## src/rtl/cpu_uart_pkg.sv

```systemverilog
// cpu_uart_pkg: shared FSM states and default parameters for the UART receiver
package cpu_uart_pkg;
  typedef enum logic [1:0] {IDLE, START, DATA, STOP} state_t;
  localparam int OVERSAMPLE_DEF = 64;
  localparam int DATA_BITS_DEF = 8;
  localparam int TICK_CYCLES = 162;
endpackage

```

## src/rtl/cpu_uart_rx_sync.sv

```systemverilog
// cpu_uart_rx_sync: uart_rx 2-FF synchroniser and sampleclk rising-edge tick
module cpu_uart_rx_sync (
  input  logic sysclk,
  input  logic reset,
  input  logic sampleclk,
  input  logic uart_rx,
  output logic rx_s,
  output logic tick
);
  logic [1:0] sync;
  logic sclk_q;
  always_ff @(posedge sysclk or negedge reset)
    if (!reset) begin
      sync <= '1;
      sclk_q <= 1'b1;
    end else begin
      sync <= {sync[0], uart_rx};
      sclk_q <= sampleclk;
    end
  assign rx_s = sync[1];
  assign tick = sampleclk & ~sclk_q;
endmodule

```

## src/rtl/cpu_uart_receiver.sv

```systemverilog
// cpu_uart_receiver: oversampled 8N1 UART receiver with one-entry valid/ready output buffer
module cpu_uart_receiver
  import cpu_uart_pkg::*;
#(
  parameter int OVERSAMPLE = OVERSAMPLE_DEF,
  parameter int DATA_BITS = DATA_BITS_DEF
) (
  input  logic                 sysclk,
  input  logic                 reset,
  input  logic                 sampleclk,
  input  logic                 uart_rx,
  input  logic                 rx_ready,
  output logic [DATA_BITS-1:0] rx_data,
  output logic                 rx_valid,
  output logic                 rx_frame_err,
  output logic                 rx_overrun
);
  localparam int CW = $clog2(OVERSAMPLE);
  localparam int BW = $clog2(DATA_BITS + 1);
  state_t state, state_n;
  logic [CW-1:0] cnt, cnt_n;
  logic [BW-1:0] bit_idx, bit_n;
  logic [DATA_BITS-1:0] shift, shift_n;
  logic rx_s, tick, load, ferr;
  cpu_uart_rx_sync u_sync (
    .sysclk(sysclk),
    .reset(reset),
    .sampleclk(sampleclk),
    .uart_rx(uart_rx),
    .rx_s(rx_s),
    .tick(tick)
  );
  // START compares one below the midpoint so its verify lands on tick OVERSAMPLE/2-1
  always_comb begin
    state_n = state;
    cnt_n = cnt;
    bit_n = bit_idx;
    shift_n = shift;
    load = 1'b0;
    ferr = 1'b0;
    if (tick)
      case (state)
        IDLE:
          if (!rx_s) begin
            state_n = START;
            cnt_n = '0;
          end
        START:
          if (cnt == CW'(OVERSAMPLE / 2 - 2)) begin
            state_n = rx_s ? IDLE : DATA;
            cnt_n = '0;
            bit_n = '0;
          end else cnt_n = cnt + 1'b1;
        DATA:
          if (cnt == CW'(OVERSAMPLE - 1)) begin
            shift_n = {rx_s, shift[DATA_BITS-1:1]};
            cnt_n = '0;
            bit_n = bit_idx + 1'b1;
            state_n = (bit_idx == BW'(DATA_BITS - 1)) ? STOP : DATA;
          end else cnt_n = cnt + 1'b1;
        default:
          if (cnt == CW'(OVERSAMPLE - 1)) begin
            load = rx_s;
            ferr = ~rx_s;
            state_n = IDLE;
            cnt_n = '0;
          end else cnt_n = cnt + 1'b1;
      endcase
  end
  always_ff @(posedge sysclk or negedge reset)
    if (!reset) begin
      state <= IDLE;
      cnt <= '0;
      bit_idx <= '0;
      shift <= '0;
    end else begin
      state <= state_n;
      cnt <= cnt_n;
      bit_idx <= bit_n;
      shift <= shift_n;
    end
  // a load always wins; overrun only when the old byte was neither consumed nor replaced by a handshake
  always_ff @(posedge sysclk or negedge reset)
    if (!reset) begin
      rx_data <= '0;
      rx_valid <= 1'b0;
      rx_frame_err <= 1'b0;
      rx_overrun <= 1'b0;
    end else begin
      rx_data <= load ? shift : rx_data;
      rx_valid <= load | (rx_valid & ~rx_ready);
      rx_frame_err <= ferr;
      rx_overrun <= load & rx_valid & ~rx_ready;
    end
endmodule

```

## config.mk

```make
export PLATFORM = sky130hd
export DESIGN_NAME = cpu_uart_receiver
export DESIGN_NICKNAME = d
export VERILOG_FILES = /design/src/rtl/cpu_uart_pkg.sv /design/src/rtl/cpu_uart_rx_sync.sv /design/src/rtl/cpu_uart_receiver.sv
export SDC_FILE = /design/constraint.sdc
export NUM_CORES = 1
export LEC_CHECK = 0
export CAP_MARGIN = 10
export CORE_MARGIN = 3
export CORE_UTILIZATION = 40
export DETAILED_ROUTE_END_ITERATION = 10
export PLACE_DENSITY = 0.72
export SLEW_MARGIN = 20
export SYNTH_ARGS = -nofsm -noshare
export SYNTH_HDL_FRONTEND = slang
export SYNTH_SLANG_ARGS = --single-unit
```

## constraint.sdc

```tcl
create_clock -name sysclk -period 3.9 [get_ports sysclk]
set_clock_uncertainty 0.1 [all_clocks]
set_input_delay 0.39 -clock sysclk [delete_from_list [all_inputs] [get_ports sysclk]]
set_output_delay 0.39 -clock sysclk [all_outputs]
set_load 0.02 [all_outputs]
```

Word-level counts from Yosys, hierarchy flattened. Index checks and enable logic that the tools add are counted. W data, S select, Z words.

Output and inout port bits: 11. Register bits: 34. Logic and storage cells: 56.

Add/sub/neg operators: 2. Bitwise logic cells: 8. Muxes and demuxes: 20. Eq/ne operators: 8. Reduce and logical (&&, ||, !) cells: 8.

Operators by type and width (count): $mux W6 (3); $pmux W6 S2 (1); $mux W2 (5); $mux W4 (2); $pmux W4 S2 (1); $mux W1 (7); $add A6 B1 Y6 const B (1); $eq A6 B5 Y1 const B (1); $eq A6 B6 Y1 const B (1); $ne A2 B2 Y1 const B (3); $pmux W2 S3 (1); $reduce_and A5 Y1 (1); $add A4 B1 Y4 const B (1); $and A1 B1 Y1 (4); $eq A4 B3 Y1 const B (1); $reduce_and A4 Y1 (1); $not A1 Y1 (3); $reduce_and A3 Y1 (1); $reduce_bool A3 Y1 (1); $reduce_or A3 Y1 (1); $eq A2 B1 Y1 const B (1); $eq A2 B2 Y1 const B (1); $logic_not A2 Y1 (1); $reduce_and A2 Y1 (1); 2 further kinds (2).

Depth between registers and ports, before layout. Gate-level depths: netlist (run 1).

Word-level depth: 6. Depth in mapped cells: 6. Mapped depth without buffers: 6.

Modules after synthesis. Synthesis (run 1) repeated with hierarchy kept, for this count alone.

Cell total of the unflattened synthesis: 125. Area, all modules: 1555.2 µm².

By module, submodules not included: cpu_uart_receiver (seq. area each 775.7 µm², times used 1, area an instance 1462.7 µm², cells each 121); cpu_uart_rx_sync (seq. area each 78.8 µm², times used 1, area an instance 92.6 µm², cells each 4).

Least setup slack after synthesis (run 1). Ideal clock, no wire load.

Path type: register to register. Start point: register cnt[1]. End point: register rx_data[0]. Slack: 2.078 ns. Stages on the path, launching flop included: 5. Arrival: 1.597 ns. Library setup time: 0.125 ns. Path through: dfrtp_1 -> ha_1 -> nand3_4 -> nor4_4 -> mux2_2.

Longest elaborated chain between the ends: 4.

Ends and longest elaborated chain: from (decl) (line cpu_uart_receiver.sv:21) `logic [CW-1:0] cnt, cnt_n;`; from (signal assigned) (line cpu_uart_receiver.sv:78) `cnt <= cnt_n;`; $eq A6 B6 Y1 (line cpu_uart_receiver.sv:62) `if (cnt == CW'(OVERSAMPLE - 1)) begin`; $mux W1 (line cpu_uart_receiver.sv:62); $mux W1 (line cpu_uart_receiver.sv:42) `case (state)`; $mux W1 (line cpu_uart_receiver.sv:41) `if (tick)`; to (signal assigned) (line cpu_uart_receiver.sv:90) `rx_data <= load ? shift : rx_data;`; to (decl) (line cpu_uart_receiver.sv:13) `output logic [DATA_BITS-1:0] rx_data,`.

No other way between the ends. A chain may end at the register's enable or synchronous reset.

Worst setup path in the final report (run 1).
Start point: input sampleclk. End point: register bit_idx[0].

Longest elaborated chain between the ends: 2.

Ends and longest elaborated chain: from (decl) (line cpu_uart_receiver.sv:10) `input logic sampleclk,`; $and A1 B1 Y1 (line cpu_uart_rx_sync.sv:21) `assign tick = sampleclk & ~sclk_q;`; $reduce_and A4 Y1 (no line); to (signal assigned) (line cpu_uart_receiver.sv:79) `bit_idx <= bit_n;`; to (decl) (line cpu_uart_receiver.sv:22) `logic [BW-1:0] bit_idx, bit_n;`.

No other way between the ends.

==> results of run 1 <==
[worst max-delay path by stage]
stage                       endpoint  slack (ns)  depth (start not counted)
after floorplan           rx_data[0]        2.08                          4
after global placement      shift[0]        1.54                          4
after detailed placement  bit_idx[0]        1.43                          5
after CTS                 bit_idx[0]        1.73                          5
after global routing      bit_idx[0]        1.60                          5
final                     bit_idx[0]        1.75                          5
[routing by layer]
metal / up-vias / part of all wire [%]
met5: - / 0
met4: 0 / 2.9
met3: 7 / 3.6
met2: 23 / 49
met1: 490 / 45
li1: 477 / -
[cell type report]
cell class	instances	area share, %
clock inverter	2	0.684
multi-input combinational	81	35.5
clock buffer	6	4.52
sequential	34	46.7
inverter	4	0.821
tap	46	3.15
timing repair buffer	16	8.62
[sequential cells by signal (all words and copies together) (netlist names)]
name / cells
shift: 8
rx_data: 8
cnt: 6
state: 2
u_sync.sync: 2
bit_idx: 4
rx_frame_err: 1
rx_overrun: 1
u_sync.sclk_q: 1
rx_valid: 1
[worst register-to-register path: stages, from the launching register on]
cell     delay [ns]
dfrtp_1        0.41
ha_1           0.24
nand3_4        0.15
nor4_4         0.70
nor2_1         0.14
mux2_2         0.30
[logic make-up (layout without fill, tap and decap cells)]
kind of cell	after synthesis	after routing	synth area share [%]
AOI/OAI and AO/OA	17	17	7.05
xor gates and xnor gates	4	4	2.27
adders and majority gates	3	3	2.43
buffers and inverters	8	28	2.75
DFF	34	34	55.3
muxes	18	18	13.1
and+or+nand+nor	39	39	17.1
[through the flow]
step                hold WS (ns)  setup slack [ns]  cells  area [um2]
global placement           0.246              1.54    181        1730
finish                     0.259              1.75    189        1830
CTS                        0.262              1.73    189        1830
floorplan               -0.00559              2.08    123        1550
global route               0.264              1.60    189        1830
detailed placement         0.252              1.43    181        1730
[power by group through the flow]
stage | Clock [W] | Combinational, W | Sequential (W)
after floorplan | 0 | 0.000141 | 0.000440
after global placement | 0 | 0.000147 | 0.000464
after detailed placement | 0 | 0.000151 | 0.000468
after CTS | 0.000284 | 0.000152 | 0.000462
after global routing | 0.000292 | 0.000175 | 0.000472
final | 0.000273 | 0.000150 | 0.000463
[synth_stat cells (2+ instances only)]
cell      count
dfrtp_1      31
mux2_2       18
nand2_1       9
a21oi_1       6
nor4_1        6
nor2_1        5
inv_1         4
o21ai_0       4
xnor2_1       4
dfstp_2       3
ha_1          3
or2_2         3
nand2b_1      2
nand3_1       2
nor3b_1       2
nor4_4        2
or3_1         2
==> metrics.yaml, run 1 <==
floorplan:
  rows: 21
  dieHeight_um: 68.2
  start_util_pct: 43.9
  die_area_um2: 4650
  ioPinCount: 16
  die_x_um: 68.2
  core_area_um2: 3520
timing:
  min_period_ns: 2.15
  clock.fmax_mhz: 464
  maxSlewViolCount: 0
  worstMarginPinSlew_ns: 0.729
  setup_viol: 0
  finalCritPeriodShare_pct: 55.3
  hold_viol_final: 0
  final.setup.tns_ns: 0
  rsz0062_at_grt: "no"
  slew_headroom_pct: 51.0
setup_path:
  arrival_ns: 2.23
  critPathLaunch: "sampleclk"
  r2r_slack_ns: 1.76
  r2r_start: "cnt[1]"
  cp-start-kind: "input pin"
  path_max_fanout: 13
  crit_path_end_kind: "register"
  worstSetupPathType: "input pin to register"
  cpMaxStageDelayCell: "nor4_4"
  worstPathCellList: "clkdlybuf4s50_1 -> nand2b_1 -> nor4_4 -> nor2_1 -> mux2_2"
  worst-path-buf-inv: 1
  ff2ff_path_depth: 5
  slowest_delay_ns: 0.62
  required_ns: 3.98
  rr_endpoint: "bit_idx[0]"
  crit_family: "simple AND/OR/NAND/NOR gates"
synth:
  ys_top_cells_by_area: "dfrtp_1, mux2_2, dfstp_2"
  postSynthCellCount: 123
  async_flop_share_pct: 100
  synth_warnings: 0
  synth_nets: 131
  avgSynthCellArea_um2: 12.6
  syn_area_um2: 1550
  synth-edff-count: 0
  yosysTopAreaCell: "dfrtp_1"
  yosys_register_bits: 34
  ys_types: 34
  yosysSeqAreaShare_pct: 55.3
  synth-main-ff-cell: "dfrtp_1"
  yosys.area.top_type_share_pct: 50.2
min_path:
  hold_end: "u_sync.sync[1]"
  whs_path_depth: 0
  hold_start: "u_sync.sync[0]"
  min_path_type: "register to register"
power:
  switching_share_pct: 31.3
  seq_power_share_pct: 52.3
  peakVddDrop_mv: 0.194
  p_leak_nw: 0.807
  p_clk_share_pct: 30.8
  intPower_w: 0.000609
  combPwrFrac_pct: 16.9
  power_density_nw_per_um2: 484
  p_switching_w: 0.000277
  power_w: 0.000886
place:
  port_buffers: 15
  dp_hpwl_um: 1810
  routabilityCongestion: 0.877
run:
  maxCapViolCount: 0
grt:
  grt_start_max_net_pins: 35
  grt_util_met1_pct: 15.3
  antenna_found_initial: 0
  grt.overflow.total: 0
  grt_pass1_wl_um: 4260
  grt_usage_pct: 12.6
  grt_busiest_layer: "met2"
  met2_usage_pct: 19.9
  met3_usage_pct: 2.96
  grt_pass1_vias: 980
clock_network:
  clk-insertion-delay-late_ns: 0.29
  cts_buffer_depth: 2
  htreeDepth: 2
  path_clk_slew_ns: 0.07
  cts_root_buf: "clkbuf_8"
  cts_resized: 0
  cts_buffers: 5
  post_cts_buffers: 0
  cts.sinks: 34
  cts_tree: "done"
  holdBufCountCts: 0
run_status:
  status: "finished clean"
cells_and_area:
  area_growth_pct: 18.3
  drive_gt1_share_pct: 28.7
  nets: 150
  nFillCells: 326
  antennaDiodeCount: 0
  layout.cells.most_common: "dfrtp_1"
  regArea_um2: 855
  multi_input_area_um2: 648
  utilization_pct: 51.9
  mostFrequentLayoutCells: "dfrtp_1, mux2_2, clkdlybuf4s50_1"
route:
  wirelength_um: 2560
  num_vias: 997
  drtAntennaViolNets: 0
  drcViolationCount: 0
  vias_per_cell: 5.28
  first_iter_violations: 51
  drt-pass1-iter-count: 4
  wl_per_cell_um: 13.6
(Power assumes the default switching activity.)
==> run 2: changes to the inputs <==
--- a/config.mk
+++ b/config.mk
@@ -9,7 +9,7 @@
 export CORE_MARGIN = 3
 export CORE_UTILIZATION = 40
 export DETAILED_ROUTE_END_ITERATION = 10
-export PLACE_DENSITY = 0.72
+export PLACE_DENSITY = 0.74
 export SLEW_MARGIN = 20
 export SYNTH_ARGS = -nofsm -noshare
 export SYNTH_HDL_FRONTEND = slang
==> constraint.sdc (replaced) <==
create_clock -name sysclk -period 1.8 [get_ports sysclk]
set_clock_uncertainty 0.1 [all_clocks]
set_input_delay 0.18 -clock sysclk [delete_from_list [all_inputs] [get_ports sysclk]]
set_output_delay 0.18 -clock sysclk [all_outputs]
set_load 0.02 [all_outputs]
==> run 2 against run 1 <==
Net effect:
- core utilization up 3.5 points
- critical endpoint is now rx_data[6]
- sequential power grew 110%
- combinational power rose to 3.1 times the previous value
- global-route usage up 1.7 points
- first-iteration DRC count grew 110%
- worst hold slack got worse by 0.065 ns
==> metrics.yaml, run 2 (synthesized netlist as in run 1, its figures left out) <==
power:
  power_w: 0.00201  # +130%
  seq_power_share_pct: 48.3  # -4.0 points
  p_clk_share_pct: 28.2  # -2.6 points
  p_switching_w: 0.000627  # +130%
  peakVddDrop_mv: 0.497  # +160%
  intPower_w: 0.00139  # +130%
  p_leak_nw: 0.876  # +8.6%
  power_density_nw_per_um2: 1030  # +110%
  combPwrFrac_pct: 23.5  # +6.6 points
  switching_share_pct: 31.2  # -0.11 points
timing:
  finalCritPeriodShare_pct: 98.6
  clock.fmax_mhz: 563
  worstMarginPinSlew_ns: 0.431  # -0.298 ns
  hold_viol_final: 0  # unchanged
  rsz0062_at_grt: "yes"
  final.setup.tns_ns: 0  # unchanged
  maxSlewViolCount: 0  # unchanged
  slew_headroom_pct: 71.3  # +20 points
  setup_viol: 0  # unchanged
  min_period_ns: 1.78
clock_network:
  cts_tree: "done"
  cts.sinks: 34  # unchanged
  path_clk_slew_ns: 0.07  # about the same
  clk-insertion-delay-late_ns: 0.28  # about the same
  cts_buffers: 5  # unchanged
  htreeDepth: 2  # unchanged
  post_cts_buffers: 0  # unchanged
  cts_buffer_depth: 2  # unchanged
  cts_root_buf: "clkbuf_8"
  holdBufCountCts: 0  # unchanged
place:
  routabilityCongestion: 0.873  # -0.50%
  port_buffers: 15  # unchanged
  place_area_um2: 1830  # +5.6%
  dp_hpwl_um: 1940  # +7.2%
setup_path:
  cp-start-kind: "register"
  crit_path_end_kind: "register"
  arrival_ns: 1.84  # -0.39 ns
  path_max_fanout: 10  # -3
  r2r_start: "cnt[0]"
  ff2ff_path_depth: 5  # unchanged
  critPathLaunch: "cnt[0]"
  required_ns: 1.87  # -2.11 ns
  r2r_slack_ns: 0.02  # -1.74 ns
  worstSetupPathType: "register to register"
run:
  maxCapViolCount: 0  # unchanged
cells_and_area:
  mostFrequentLayoutCells: "dfrtp_1, mux2_2, clkdlybuf4s50_1"
  final_area_um2: 1950  # +6.8%
  multi_input_area_um2: 681  # +5.0%
  reg_top3: "rx_data x8, shift x8, cnt x6"
  drive_gt1_share_pct: 36.4  # +7.7 points
  utilization_pct: 55.4  # +3.5 points
  nets: 161  # +7.3%
  nFillCells: 302  # -7.4%
  regArea_um2: 855  # unchanged
  antennaDiodeCount: 0  # unchanged
  layout.cells.most_common: "dfrtp_1"
  area_growth_pct: 26.3
route:
  drcViolationCount: 0  # unchanged
  wl_per_cell_um: 14.2  # +4.5%
  vias_per_cell: 5.15  # -2.5%
  drtAntennaViolNets: 0  # unchanged
  num_vias: 1029  # +3.2%
  wirelength_um: 2840  # +11%
  first_iter_violations: 106  # +110%
  drt-pass1-iter-count: 4  # unchanged
grt:
  grt_pass1_wl_um: 4740  # +11%
  grt_start_max_net_pins: 35  # unchanged
  grt_pass1_vias: 1092  # +11%
  grt_usage_pct: 14.2  # +1.7 points
  antenna_found_initial: 0  # unchanged
  grt.overflow.total: 0  # unchanged
run_status:
  status: "finished clean"
floorplan:
  rows: 21  # unchanged
  core_area_um2: 3520  # unchanged
  dieHeight_um: 68.2  # unchanged
  ioPinCount: 16  # unchanged
  start_util_pct: 43.9  # unchanged
  die_x_um: 68.2  # unchanged
  die_area_um2: 4650  # unchanged
min_path:
  min_path_type: "input pin to async pin"
==> run 2: worst paths after layout <==
kind	endpoint
hold reg to reg	u_sync.sync[1]
setup / recovery	rx_data[6]
hold / removal	cnt[1]
min in group sysclk	u_sync.sync[0]
setup reg to reg	rx_data[6]
max in group asynchronous	u_sync.sclk_q
==> run 2: power by group through the flow <==
stage	Sequential (W)	Clock, W	Combinational (W)
after floorplan	0.000955	0	0.000306
after global placement	0.000972	0	0.000405
after detailed placement	0.000983	0	0.000422
after CTS	0.000969	0.000596	0.000424
after global routing	0.000981	0.000622	0.000538
final	0.000972	0.000569	0.000472
==> run 2: cell type report <==
class / count / area share (%)
Sequential cell: 34 / 43.8
Multi-Input combinational cell: 81 / 34.9
Timing Repair Buffer: 27 / 12.9
Clock buffer: 7 / 4.42
Tap cell: 46 / 2.95
Inverter: 4 / 0.769
Clock inverter: 1 / 0.256
==> run 2: repair_timing <==
action | CTS | global route
resized for setup | 0 | 7
pin swaps | 1 | 0
gates cloned | 0 | 0
setup endpoints to repair | 1 | 18
==> run 2: per-layer routing <==
layer | track usage, % | vias up | part of all wire (%)
met4 | 9.43 | 0 | 2.4
met1 | 16.8 | 510 | 45
met5 | 0 | - | 0
li1 | - | 494 | -
met3 | 3.45 | 5 | 3.2
met2 | 23.0 | 20 | 49
==> run 2: metrics by stage <==
stage	hold WS (ns)	worst slack (ns)	instances
after detailed placement	0.253	-0.0446	192
after global placement	0.246	-0.00899	192
after CTS	0.204	0.0222	200
final	0.194	0.0248	200
after floorplan	-0.216	-0.0127	123
after global routing	0.195	-0.0705	200
==> run 2: worst max-delay path, stage by stage (launching register included) <==
cell,delay [ns]
dfrtp_1,0.37
ha_2,0.22
nand3_4,0.14
nor4_4,0.33
buf_12,0.17
mux2_2,0.33
==> run 3: changes to the inputs <==
--- a/config.mk
+++ b/config.mk
@@ -9,7 +9,8 @@
 export CORE_MARGIN = 3
 export CORE_UTILIZATION = 40
 export DETAILED_ROUTE_END_ITERATION = 10
-export PLACE_DENSITY = 0.74
+export PLACE_DENSITY = 0.72
+export SETUP_SLACK_MARGIN = 0.2
 export SLEW_MARGIN = 20
 export SYNTH_ARGS = -nofsm -noshare
 export SYNTH_HDL_FRONTEND = slang
==> constraint.sdc (replaced) <==
create_clock -name sysclk -period 2 [get_ports sysclk]
set_clock_uncertainty 0.1 [all_clocks]
set_input_delay 0.2 -clock sysclk [delete_from_list [all_inputs] [get_ports sysclk]]
set_output_delay 0.2 -clock sysclk [all_outputs]
set_load 0.02 [all_outputs]
==> run 3 against run 2 <==
Net effect:
- cell count fell by 1.0%
- critical path type unchanged
- combinational power fell by 2%
- maximum frequency fell by 0.47%
- sequential share of layout area barely moved
- total power fell by 8.2%
==> metrics.yaml, run 3 (synthesized netlist as in run 1, its figures left out) <==
min_path:
  min_path_type: "input pin to async pin"
setup_path:
  crit_path_end_kind: "register"
  crit_family: "buffers and inverters"
  worstSetupPathType: "register to register"
  arrival_ns: 1.86  # +0.02 ns
  cp-start-kind: "register"
  crit_cells: 8  # +3
  ff2ff_path_depth: 8  # +3
  required_ns: 2.08  # +0.21 ns
  cpMaxStageDelayCell: "dfrtp_1"
  r2r_slack_ns: 0.22  # +0.19 ns
  worstPathCellList: "buf_4 -> inv_2 -> ha_4 -> nand2b_4 -> nor4_4 -> buf_4 -> nor2_1 -> mux2_2"
  r2r_start: "cnt[0]"
  path_common_cell: "buf_4"
  slowest_delay_ns: 0.39  # +0.02 ns
  path_max_fanout: 4  # -6
  rr_endpoint: "bit_idx[0]"
  worst-path-buf-inv: 3  # +2
cells_and_area:
  antennaDiodeCount: 0  # unchanged
  reg_top3: "rx_data x8, shift x8, cnt x6"
  mostFrequentLayoutCells: "dfrtp_1, mux2_2, clkdlybuf4s50_1"
  layout.cells.most_common: "dfrtp_1"
  area_growth_pct: 26.5
  nets: 159  # -1.2%
  nFillCells: 305  # +0.99%
  drive_gt1_share_pct: 36.2  # -0.18 points
grt:
  grt_usage_pct: 14.4  # +0.12 points
  grt.overflow.total: 0  # unchanged
  grt_pass1_vias: 1015  # -7.1%
  antenna_found_initial: 0  # unchanged
  grt_start_max_net_pins: 35  # unchanged
  grt_pass1_wl_um: 4710  # -0.59%
power:
  power_density_nw_per_um2: 945  # -8.4%
  p_leak_nw: 0.861  # -1.7%
  peakVddDrop_mv: 0.492  # -1.0%
  power_w: 0.00185  # -8.2%
clock_network:
  htreeDepth: 2  # unchanged
  cts_tree: "done"
  cts_buffer_depth: 2  # unchanged
  clk-insertion-delay-late_ns: 0.29  # about the same
  cts_root_buf: "clkbuf_8"
  holdBufCountCts: 0  # unchanged
  path_clk_slew_ns: 0.07  # about the same
  cts.sinks: 34  # unchanged
  cts_buffers: 5  # unchanged
timing:
  rsz0062_at_grt: "yes"
  maxSlewViolCount: 0  # unchanged
  slew_headroom_pct: 72.2  # +0.92 points
  clock.fmax_mhz: 561  # -0.47%
  final.setup.tns_ns: 0  # unchanged
  fin_ws_ns: 0.216  # +0.192 ns
  finalCritPeriodShare_pct: 89.2  # -9.4 points
  setup_viol: 0  # unchanged
  hold_viol_final: 0  # unchanged
  worstMarginPinSlew_ns: 0.417  # -0.0138 ns
  min_period_ns: 1.78  # +0.00843 ns
route:
  wirelength_um: 2800  # -1.3%
  wl_per_cell_um: 14.1  # -0.27%
  num_vias: 1043  # +1.4%
  drt-pass1-iter-count: 4  # unchanged
  vias_per_cell: 5.27  # +2.4%
  first_iter_violations: 127  # +20%
  drtAntennaViolNets: 0  # unchanged
  drcViolationCount: 0  # unchanged
place:
  dp_hpwl_um: 1910  # -1.3%
  place_ws_ns: 0.0888  # +0.133 ns
  port_buffers: 15  # unchanged
  routabilityCongestion: 0.854  # -2.1%
floorplan:
  core_area_um2: 3520  # unchanged
  rows: 21  # unchanged
  die_area_um2: 4650  # unchanged
  die_x_um: 68.2  # unchanged
  start_util_pct: 43.9  # unchanged
  ioPinCount: 16  # unchanged
  dieHeight_um: 68.2  # unchanged
run_status:
  status: "finished clean"
run:
  maxCapViolCount: 0  # unchanged
==> run 3: worst max-delay path by stage <==
stage              start          to  slack (ns)
4_1_cts           cnt[0]    shift[5]        0.21
5_1_grt           cnt[0]  bit_idx[0]        0.13
2_1_floorplan     cnt[1]  rx_data[0]        0.19
6_report          cnt[0]  bit_idx[0]        0.22
3_5_place_dp   sampleclk  bit_idx[0]        0.09
3_3_place_gp   sampleclk  bit_idx[0]        0.12
==> run 3: where the power goes <==
group | leakage [nW] | switching (W) | total (W) | internal [W]
logic | 0.377 | 0.000246 | 0.000462 | 0.000216
clock network | 0.0455 | 0.000230 | 0.000511 | 0.000280
registers | 0.439 | 0.000101 | 0.000875 | 0.000774
==> run 3: per-layer routing <==
metal | up-vias | global-route usage (%) | part of all wire, %
met5 | - | 0 | 0
met4 | 0 | 7.20 | 1.7
met3 | 5 | 5.91 | 4.8
met2 | 29 | 21.5 | 51
met1 | 511 | 17.8 | 43
li1 | 498 | - | -
==> run 3: worst register-to-register path, delay by kind of cell (launching register included) <==
kind / cells / cell delay, ns
flops: 1 / 0.39
fa+ha+maj: 1 / 0.14
buf+inv: 3 / 0.40
mux: 1 / 0.25
simple gates: 3 / 0.40
==> run 3: final cells by class <==
cell class	instances	area (um2)	area share, %
inverter	4	15.0	0.768
timing repair buffer	25	241	12.4
sequential	34	856	43.8
clock buffer	8	90.1	4.61
tap	46	57.6	2.94
multi-input combinational	81	694	35.5
==> run 3: timing repair <==
| item | in CTS | in global routing |
|---|---|---|
| hold endpoints to repair | 0 | 0 |
| endpoints found under the setup margin | 18 | 25 |
| pin swaps | 0 | 3 |
| setup buffers | 2 | 1 |
| gates resized for setup | 1 | 10 |
==> run 3: through the flow <==
stage	instance area [um2]	std cells	hold slack (ns)	util, %
finish	1950	198	0.205	55.5
global route	1950	198	0.218	55.5
CTS	1900	197	0.208	54.0
detailed placement	1790	187	0.250	50.9
global placement	1790	187	0.247	50.9
floorplan	1550	123	-0.196	-
